## src/rtl/sc_io_input_if.sv

```systemverilog
// Bundle for the input-conditioning stage in front of the data-memory I/O map.
//
// Signals:
//   sw        raw slide switches (asynchronous)
//   key       raw push-buttons [3:1], active-low (asynchronous)
//   event_clr one-cycle clear strobes [3:1] from the data-memory write decode
//   sw_sync   synchronized switch levels
//   key_level debounced key state [3:1], 1 = pressed
//   key_pulse one-cycle pulse [3:1] per accepted press
//   key_event sticky "pressed since last clear" flags [3:1]
//   io_status packed 32-bit read word
//
// Modports:
//   master  board/memory side: drives the raw inputs and strobes
//   slave   the conditioning stage itself
interface sc_io_input_if;
  logic [9:0]  sw;
  logic [3:1]  key;
  logic [3:1]  event_clr;
  logic [9:0]  sw_sync;
  logic [3:1]  key_level;
  logic [3:1]  key_pulse;
  logic [3:1]  key_event;
  logic [31:0] io_status;

  modport master (
    output sw, key, event_clr,
    input  sw_sync, key_level, key_pulse, key_event, io_status
  );

  modport slave (
    input  sw, key, event_clr,
    output sw_sync, key_level, key_pulse, key_event, io_status
  );
endinterface

```

## src/rtl/sc_io_input.sv

```systemverilog
// sc_io_input: synchronizes board switches and keys, debounces the keys and
// produces clean levels, press pulses, sticky press-event flags and a packed
// status word for the memory-mapped read path.
//
// Ports:
//   clock  system clock, rising edge
//   reset  synchronous, active-high
//   io     sc_io_input_if.slave (sw, key, event_clr in; sw_sync, key_level,
//          key_pulse, key_event, io_status out)
//
// Parameters:
//   DEBOUNCE_CYCLES  stable synchronized samples needed to accept a key change
//   CNT_W            debounce counter width, must hold DEBOUNCE_CYCLES
//
// Optional feature: define IO_KEY_COUNT_EN to add an 8-bit wrapping press
// counter per key; keys 1 and 2 appear in io_status[31:16], key 3's count is
// reachable only hierarchically as g_key[3].press_count.
module sc_io_input #(
  parameter int unsigned DEBOUNCE_CYCLES = 50000,
  parameter int unsigned CNT_W           = 20
) (
  input  logic         clock,
  input  logic         reset,
  sc_io_input_if.slave io
);

  typedef enum logic [1:0] {REL, PCHK, PRS, RCHK} db_state_t;

  localparam logic [CNT_W-1:0] CNT_LIMIT = CNT_W'(DEBOUNCE_CYCLES);
  localparam logic [CNT_W-1:0] CNT_ONE   = CNT_W'(1);

  logic [9:0]  sw_meta;
  logic [9:0]  sw_sync_q;
  logic [3:1]  key_meta;
  logic [3:1]  key_sync;
  logic [3:1]  pressed;
  logic [3:1]  level_vec;
  logic [3:1]  pulse_vec;
  logic [3:1]  event_q;
  logic [15:0] status_hi;
  logic [31:0] status_q;

  // Two-flop synchronizers. Key flops idle at 1 (released) so a reset never
  // looks like a press.
  always_ff @(posedge clock) begin
    if (reset) begin
      sw_meta   <= '0;
      sw_sync_q <= '0;
      key_meta  <= '1;
      key_sync  <= '1;
    end else begin
      sw_meta   <= io.sw;
      sw_sync_q <= sw_meta;
      key_meta  <= io.key;
      key_sync  <= key_meta;
    end
  end

  assign pressed = ~key_sync;

  for (genvar g = 1; g <= 3; g++) begin : g_key
    db_state_t        state_q, state_d;
    logic [CNT_W-1:0] cnt_q, cnt_d;
    logic             level_q, level_d;
    logic             pulse_q, pulse_d;

    always_ff @(posedge clock) begin
      if (reset) begin
        state_q <= REL;
        cnt_q   <= '0;
        level_q <= 1'b0;
        pulse_q <= 1'b0;
      end else begin
        state_q <= state_d;
        cnt_q   <= cnt_d;
        level_q <= level_d;
        pulse_q <= pulse_d;
      end
    end

    // The counter only advances while below the limit, so it can never pass
    // DEBOUNCE_CYCLES or wrap.
    always_comb begin
      state_d = state_q;
      cnt_d   = cnt_q;
      level_d = level_q;
      pulse_d = 1'b0;
      unique case (state_q)
        REL: begin
          if (pressed[g]) begin
            state_d = PCHK;
            cnt_d   = CNT_ONE;
          end
        end
        PCHK: begin
          if (pressed[g]) begin
            if (cnt_q == CNT_LIMIT) begin
              state_d = PRS;
              cnt_d   = '0;
              level_d = 1'b1;
              pulse_d = 1'b1;
            end else begin
              cnt_d = cnt_q + CNT_ONE;
            end
          end else begin
            state_d = REL;
            cnt_d   = '0;
          end
        end
        PRS: begin
          if (!pressed[g]) begin
            state_d = RCHK;
            cnt_d   = CNT_ONE;
          end
        end
        RCHK: begin
          if (!pressed[g]) begin
            if (cnt_q == CNT_LIMIT) begin
              state_d = REL;
              cnt_d   = '0;
              level_d = 1'b0;
            end else begin
              cnt_d = cnt_q + CNT_ONE;
            end
          end else begin
            state_d = PRS;
            cnt_d   = '0;
          end
        end
        default: begin
          state_d = REL;
          cnt_d   = '0;
          level_d = 1'b0;
        end
      endcase
    end

`ifdef IO_KEY_COUNT_EN
    logic [7:0] press_count;

    always_ff @(posedge clock) begin
      if (reset) begin
        press_count <= '0;
      end else if (pulse_q) begin
        press_count <= press_count + 8'd1;
      end
    end
`endif

    assign level_vec[g] = level_q;
    assign pulse_vec[g] = pulse_q;
  end

  // Set has priority over clear so a press coinciding with a clear survives.
  always_ff @(posedge clock) begin
    if (reset) begin
      event_q <= '0;
    end else begin
      event_q <= (event_q & ~io.event_clr) | pulse_vec;
    end
  end

`ifdef IO_KEY_COUNT_EN
  assign status_hi = {g_key[2].press_count, g_key[1].press_count};
`else
  assign status_hi = '0;
`endif

  always_ff @(posedge clock) begin
    if (reset) begin
      status_q <= '0;
    end else begin
      status_q <= {status_hi, sw_sync_q, event_q, level_vec};
    end
  end

  assign io.sw_sync   = sw_sync_q;
  assign io.key_level = level_vec;
  assign io.key_pulse = pulse_vec;
  assign io.key_event = event_q;
  assign io.io_status = status_q;

endmodule

```

## src/flat_wrapper.sv

```systemverilog
// flat-port wrapper written by rule: the top's interface ports become plain ports
module sc_io_input_flat 
#(
  parameter int unsigned DEBOUNCE_CYCLES = 50000,
  parameter int unsigned CNT_W           = 20
)
  (clock, reset, io_sw, io_key, io_event_clr, io_sw_sync, io_key_level, io_key_pulse, io_key_event, io_io_status);
  sc_io_input_if io_i ();
  input  logic clock;
  input  logic reset;
  input wire logic [$bits(io_i.sw)-1:0] io_sw;
  input wire logic [$bits(io_i.key)-1:0] io_key;
  input wire logic [$bits(io_i.event_clr)-1:0] io_event_clr;
  output wire logic [$bits(io_i.sw_sync)-1:0] io_sw_sync;
  output wire logic [$bits(io_i.key_level)-1:0] io_key_level;
  output wire logic [$bits(io_i.key_pulse)-1:0] io_key_pulse;
  output wire logic [$bits(io_i.key_event)-1:0] io_key_event;
  output wire logic [$bits(io_i.io_status)-1:0] io_io_status;
  assign io_i.sw = io_sw;
  assign io_i.key = io_key;
  assign io_i.event_clr = io_event_clr;
  assign io_sw_sync = io_i.sw_sync;
  assign io_key_level = io_i.key_level;
  assign io_key_pulse = io_i.key_pulse;
  assign io_key_event = io_i.key_event;
  assign io_io_status = io_i.io_status;
  sc_io_input #(.DEBOUNCE_CYCLES(DEBOUNCE_CYCLES), .CNT_W(CNT_W)) u_core (.clock(clock), .reset(reset), .io(io_i));
endmodule
```

## config.mk

```make
export PLATFORM = sky130hd
export DESIGN_NAME = sc_io_input_flat
export DESIGN_NICKNAME = d
export VERILOG_FILES = /design/src/rtl/sc_io_input_if.sv /design/src/rtl/sc_io_input.sv /design/src/flat_wrapper.sv
export SDC_FILE = /design/constraint.sdc
export NUM_CORES = 1
export LEC_CHECK = 0
export BUFFER_PORTS_ARGS = -buffer_cell sky130_fd_sc_hd__buf_2
export CAP_MARGIN = 20
export CORE_MARGIN = 2
export CORE_UTILIZATION = 40
export DETAILED_ROUTE_END_ITERATION = 8
export PLACE_DENSITY = 0.69
export SYNTH_ARGS = -nofsm -noshare
export SYNTH_HDL_FRONTEND = slang
export SYNTH_SLANG_ARGS = --single-unit
```

## constraint.sdc

```tcl
create_clock -name clock -period 2.7 [get_ports clock]
set_input_delay 0.54 -clock clock [delete_from_list [all_inputs] [get_ports clock]]
set_output_delay 0.54 -clock clock [all_outputs]
set_load 0.05 [all_outputs]
```

==> results of run 1 <==
-- critical path: cells and delay by family, from the launching register on --
family	cells	cell delay, ns
AO/OA/AOI/OAI	3	1.04
adder cells (fa/ha/maj)	1	0.19
buffers and inverters	2	0.41
flip-flops	1	0.41
AND/OR/NAND/NOR	1	0.16
-- routing by layer --
layer,share of wire [%],global-route usage [%],up-vias,wire [µm]
met5,0,0,-,0
met4,1.1,6.696,0,123
met3,4.7,4.151,11,505
met2,48,25.14,106,5120
met1,46,19.44,2049,4985
li1,-,-,2193,-
-- state kept, by name, indices dropped and copies added (netlist names), named ones only --
register	flops
u_core.g_key.cnt_q	60
u_core.g_key.pulse_q	3
u_core.g_key.state_q	3
u_core.g_key.level_q	3
u_core.io.io_status	16
u_core.io.key_event	3
u_core.key_sync	3
u_core.io.sw_sync	10
u_core.sw_meta	10
u_core.key_meta	3
-- power by group --
group	internal (mW)	switching (mW)	total (mW)	leakage [nW]
clock network	1.42	0.814	2.23	0.290
registers	1.76	0.0211	1.79	0.950
logic	0.0692	0.193	0.262	1.11
-- area by class of cell --
type	count	area (µm²)
multi-input combinational	418	2567
clock inverter	13	146.4
fill	1194	6550
timing repair buffer	66	372.9
sequential	117	2342
inverter	20	75.07
tap	172	215.2
clock buffer	19	452.9
-- synthesized netlist by cell type, types with 3 or more instances --
| cell | count |
|---|---|
| a21oi_1 | 35 |
| dfxtp_1 | 117 |
| and3_1 | 12 |
| nor4_1 | 5 |
| mux2i_1 | 4 |
| buf_1 | 3 |
| a21boi_0 | 4 |
| a22o_1 | 8 |
| o21ai_0 | 16 |
| ha_1 | 6 |
| nor2b_1 | 37 |
| buf_6 | 8 |
| nand4_1 | 17 |
| o31ai_1 | 3 |
| a41oi_1 | 6 |
| nand2_1 | 53 |
| nand3b_1 | 3 |
| and4_1 | 7 |
| or2_2 | 7 |
| nor3_1 | 12 |
| and2_1 | 5 |
| nand2b_1 | 4 |
| nand3_1 | 36 |
| o21ai_1 | 3 |
| xnor2_1 | 9 |
| inv_1 | 20 |
| a211o_1 | 4 |
| a31oi_1 | 38 |
| nor2_1 | 28 |
| buf_2 | 4 |
| buf_4 | 22 |
| nor4_2 | 4 |
| or3_1 | 5 |
| clkbuf_1 | 13 |
-- path summary, 6_finish.rpt --
| check | to | slack, ns |
|---|---|---|
| min reg2reg | u_core.key_sync[2] | 0.41 |
| min | u_core.key_meta[3] | 0.31 |
| max reg2reg | u_core.g_key[1].cnt_q[18] | 0.41 |
| max | u_core.g_key[1].cnt_q[18] | 0.41 |
-- through the flow --
step | worst slack (ns) | instances | hold slack (ns)
after floorplan | 0.7123 | 606 | 0.3895
after global placement | 0.3493 | 792 | 0.3946
after detailed placement | 0.2008 | 792 | 0.3954
after CTS | 0.1769 | 824 | 0.2959
after global routing | 0.2462 | 825 | 0.3021
final | 0.4122 | 825 | 0.3097
-- cells in the final DEF (no fill, tap or decap), drive strengths merged, types with 12 or more instances in the layout --
| cell type | count |
|---|---|
| nor3 | 12 |
| inv | 23 |
| conb | 16 |
| nor2b | 37 |
| and3 | 12 |
| nand3 | 36 |
| nand4 | 17 |
| nand2 | 53 |
| buf | 66 |
| a21oi | 36 |
| clkbuf | 19 |
| a31oi | 38 |
| o21ai | 19 |
| nor2 | 28 |
| dfxtp | 117 |
-- kinds of logic after synthesis --
| logic type | Yosys count | synth area share, % |
|---|---|---|
| simple gates | 254 | 27.80 |
| compound gates | 129 | 16.03 |
| flops | 117 | 44.52 |
| buf+inv | 71 | 7.895 |
| xor+xnor | 9 | 1.498 |
| fa+ha+maj | 6 | 1.427 |
| mux | 4 | 0.7610 |
| other cells | 1 | 0.07128 |
==> impl_metrics.tcl, run 1 <==
set metrics [dict create \
    avgSynthCellArea_um2 8.902 \
    synth_seq_cells 117 \
    grt_max_degree 48 \
    antenna_left 0 \
    post-cts-setup-buffer-count 0 \
    drt-pass1-iter-count 5 \
    wirelength_um 10740 \
    hold_path_depth 2 \
    r2r-start "u_core.g_key[1].cnt_q[0]" \
    status "completed" \
    die_y_um 118.7 \
    relSlewSlack_pct 40.63 \
    yosys-top-cells-area "dfxtp_1 45%, a31oi_1 4.5%, nor2b_1 4.4%" \
    track_usage_pct 15.54 \
    holdBufCountCts 0 \
    clockBufferDepth 2 \
    first_global_vias 3935 \
    routedWlPerCell_um 13.01 \
    ff2ff_path_depth 7 \
    place_area_um2 5550 \
    vias_per_cell 5.284 \
    antenna_found_initial 0 \
    antenna-diode-count 0 \
    post-route-util_pct 48.51 \
    fmax_ghz 0.4371 \
    ios 69 \
    cp-end-kind "flop" \
    port-buffer-count 52 \
    ys.flop_type "dfxtp_1" \
    synth_top_cell_area_share_pct 44.52 \
    die_area_um2 14090 \
    clock_skew_ns 0.01164 \
    ys_seq_area_share_pct 44.52 \
    htreeDepth 4 \
    synth_async_sr_flop_share_pct 0 \
    synth_edf_count 0 \
    dp_hpwl_um 7464 \
    layout_min_cycle_time_ns 2.288 \
    min_path_type "in2reg" \
    worstMarginPinSlew_ns 0.8889 \
    grt_pass1_wl_um 18000 \
    cp_slowest_cell "a211oi_2" \
    layout-drive-gt1-share_pct 18.22 \
    crit_required_ns 3.04 \
    syn_to_final_growth_pct 17.31 \
    start_kind "flop" \
    rsz0062_at_grt "no" \
    cts_buffers 17 \
    setup-violations-final 0 \
    power_density_nw_per_um2 693.1 \
    fin_area_um2 6172 \
    clk_pin_slew_ns 0.06 \
    cts_root_buf "clkbuf_16" \
    dieWidth_um 118.7 \
    rows 41 \
    netlist_area_um2 5261 \
    cap_violations 0 \
    worst_hold_startpoint "io_key[2]" \
    cts_tree "built" \
    clk_latency_ns 0.41 \
    place_congestion 0.8186 \
    syn_inst 591 \
    leakagePower_nw 2.353 \
    period_share_pct 84.74 \
    synth_area_leader_cell "dfxtp_1" \
    cts_resized 0 \
    core-area_um2 12720 \
    final_nets 664 \
    drc 0 \
    yosys_warnings 0 \
    critPathArrivalTime_ns 2.63 \
    irDropWorstVdd_uv 309.5 \
    crit_chain "inv_1 > ha_1 > nor3b_1 > a211oi_2 > buf_4 > a41oi_1 > a31oi_1" \
    vias 4359 \
    cts.sink_count 117 \
    slowest_delay_ns 0.74 \
    power_mw 4.278 \
    drt-initial-drc-count 324 \
    synth_cell_types 58 \
    crit_type "reg2reg" \
    critPathMaxFanout 16 \
    crit_start "u_core.g_key[1].cnt_q[0]" \
    drv_slew 0 \
    grt_overflow_total 0 \
    initial_core_util_pct 41.36 \
    finalSetupTns_ns 0 \
    hold_violations 0 \
]
No activity file was read; power rests on OpenSTA's default activity.
==> run 2, diff against run 1 <==
PLACE_DENSITY = 0.71   (was 0.69)
clock period = 1.9 ns   (was 2.7 ns; I/O delays follow)
==> run 2 against run 1 <==
  * The run now ends with setup timing left
  * Via count up 15%
  * Register-to-register slack worse by 0.57 ns
  * Critical path depth up 1
  * Power up 44%
  * Clock skew down 0.0043 ns
  * Cell area up 20%
  * Combinational power up 69%
  * Sequential share of layout area down 5.9 points
  * First-iteration DRC count up 19%
  * Largest power group unchanged
==> impl_metrics.tcl, run 2 (synthesized netlist as in run 1, its figures left out) <==
set metrics [dict create \
    ff2ff_path_depth 8 \
    grt_max_degree 44 \
    largest_reg_flops 60 \
    cp-end-kind "flop" \
    core-area_um2 12720 \
    rsz0062_at_grt "yes" \
    initial_core_util_pct 41.36 \
    grt_pass1_wl_um 22690 \
    clock_skew_ns 0.007301 \
    htreeDepth 4 \
    antenna_found_initial 0 \
    dieWidth_um 118.7 \
    syn_to_final_growth_pct 40.31 \
    cts_buffers 17 \
    die_area_um2 14090 \
    vias 5011 \
    fmax_ghz 0.4863 \
    mostFrequentLayoutCells "103 x dfxtp_1, 82 x buf_4, 52 x buf_2, 50 x nand2_1, 37 x nor2b_1" \
    dp_cells 853 \
    drt-pass1-iter-count 5 \
    cap_violations 0 \
    hold_violations 0 \
    min_path_type "in2reg" \
    ios 69 \
    start_kind "flop" \
    cts_tree "built" \
    relSlewSlack_pct 33.60 \
    port-buffer-count 52 \
    fillers 1011 \
    layout-drive-gt1-share_pct 37.94 \
    drc 0 \
    period_share_pct 108.2 \
    irDropWorstVdd_uv 709.0 \
    dp_hpwl_um 8669 \
    critPathArrivalTime_ns 2.36 \
    final_nets 750 \
    leakagePower_nw 2.887 \
    clk_pin_slew_ns 0.06 \
    final_common_cell "dfxtp_1" \
    die_y_um 118.7 \
    layout_min_cycle_time_ns 2.056 \
    final_cells 910 \
    place_congestion 0.8688 \
    worstMarginPinSlew_ns 0.9885 \
    drv_slew 0 \
    worst_hold_startpoint "io_key[0]" \
    status "finished, violations left" \
    power_density_nw_per_um2 836.0 \
    hold_path_depth 2 \
    critPathMaxFanout 3 \
    grt_overflow_total 0 \
    crit_type "reg2reg" \
    drt-initial-drc-count 386 \
    track_usage_pct 19.83 \
    top_register "u_core.g_key.cnt_q" \
    cts.sink_count 117 \
    vias_per_cell 5.507 \
    setup-violations-final 51 \
    cts_root_buf "clkbuf_16" \
    fin_ws_ns -0.1564 \
    routedWlPerCell_um 16.55 \
    failed_checks "setup timing" \
    clk_latency_ns 0.42 \
    antenna_left 0 \
    finalSetupTns_ns -3.869 \
    clockBufferDepth 2 \
    rows 41 \
    crit_required_ns 2.20 \
    first_global_vias 4639 \
    r2r-start "u_core.g_key[2].cnt_q[0]" \
    holdBufCountCts 0 \
    antenna-diode-count 0 \
    regToRegEndpoint "u_core.g_key[2].level_q" \
    post-route-util_pct 58.03 \
    wirelength_um 15060 \
    r2r_slack_ns -0.16 \
    hold_end "u_core.key_meta[1]" \
]
## run 2: changes by cell type in the layout (fill, tap and decap cells not counted), sizes merged
cell / change
a211oi: +4
clkinv: -1
clkbuf: +2
buf: +79
inv: +1
## run 2: cell type report
cell class	count	area, µm²	share of cell area [%]
clock buffers	18	439.2	5.949
clock inverters	13	150.1	2.034
well taps	172	215.2	2.915
repair buffers	148	1092	14.80
flip-flops and latches	117	2362	32.00
inverters	20	75.07	1.017
multi-input cells	422	3048	41.29
## run 2: worst max-delay path, stage by stage (launching register included)
cell     delay (ns)
dfxtp_2        0.33
inv_2          0.08
ha_4           0.12
or4b_4         0.46
nor4_4         0.35
buf_6          0.18
buf_6          0.10
nand3_2        0.06
a211o_1        0.26
## run 2: per-stage QoR
step | total power, mW | worst slack, ns | hold slack (ns) | area [µm²]
6_report | 6.171 | -0.1564 | 0.1541 | 7382
3_5_place_dp | 2.978 | -0.4363 | 0.3963 | 6056
4_1_cts | 6.171 | -0.07292 | 0.1470 | 7051
2_1_floorplan | 2.911 | -0.03119 | 0.3895 | 5340
3_3_place_gp | 2.970 | -0.3163 | 0.3922 | 6056
5_1_grt | 6.342 | -0.2323 | 0.1479 | 7382
## run 2: timing repair
action | in CTS | in global routing
gates cloned | 7 | 3
buffers inserted | 15 | 2
pin swaps | 22 | 27
endpoints found under the setup margin | 49 | 55
resized for setup | 46 | 68
## run 2: worst max-delay path by stage
stage          slack (ns)                         to                startpoint  cells past startpoint
2_1_floorplan       -0.03  u_core.g_key[2].cnt_q[16]  u_core.g_key[2].cnt_q[1]                      8
3_3_place_gp        -0.32   u_core.g_key[2].cnt_q[2]  u_core.g_key[2].cnt_q[0]                      7
3_5_place_dp        -0.44   u_core.g_key[2].cnt_q[9]  u_core.g_key[2].cnt_q[0]                      7
4_1_cts             -0.07  u_core.g_key[1].cnt_q[18]  u_core.g_key[1].cnt_q[7]                      7
5_1_grt             -0.23   u_core.g_key[2].cnt_q[2]  u_core.g_key[2].cnt_q[0]                      8
6_report            -0.16    u_core.g_key[2].level_q  u_core.g_key[2].cnt_q[0]                      8
## run 2: power by group
| part | internal (mW) | switching (mW) | total, mW |
|---|---|---|---|
| registers | 2.51 | 0.0275 | 2.53 |
| clock network | 1.98 | 1.22 | 3.19 |
| logic | 0.129 | 0.313 | 0.442 |
## run 2: metal layers
layer  GRT usage, %  part of all wire, %
met3          5.357                  5.4
met1          23.96                   41
met4          7.961                  2.2
met2          33.33                   52
met5              0                    0
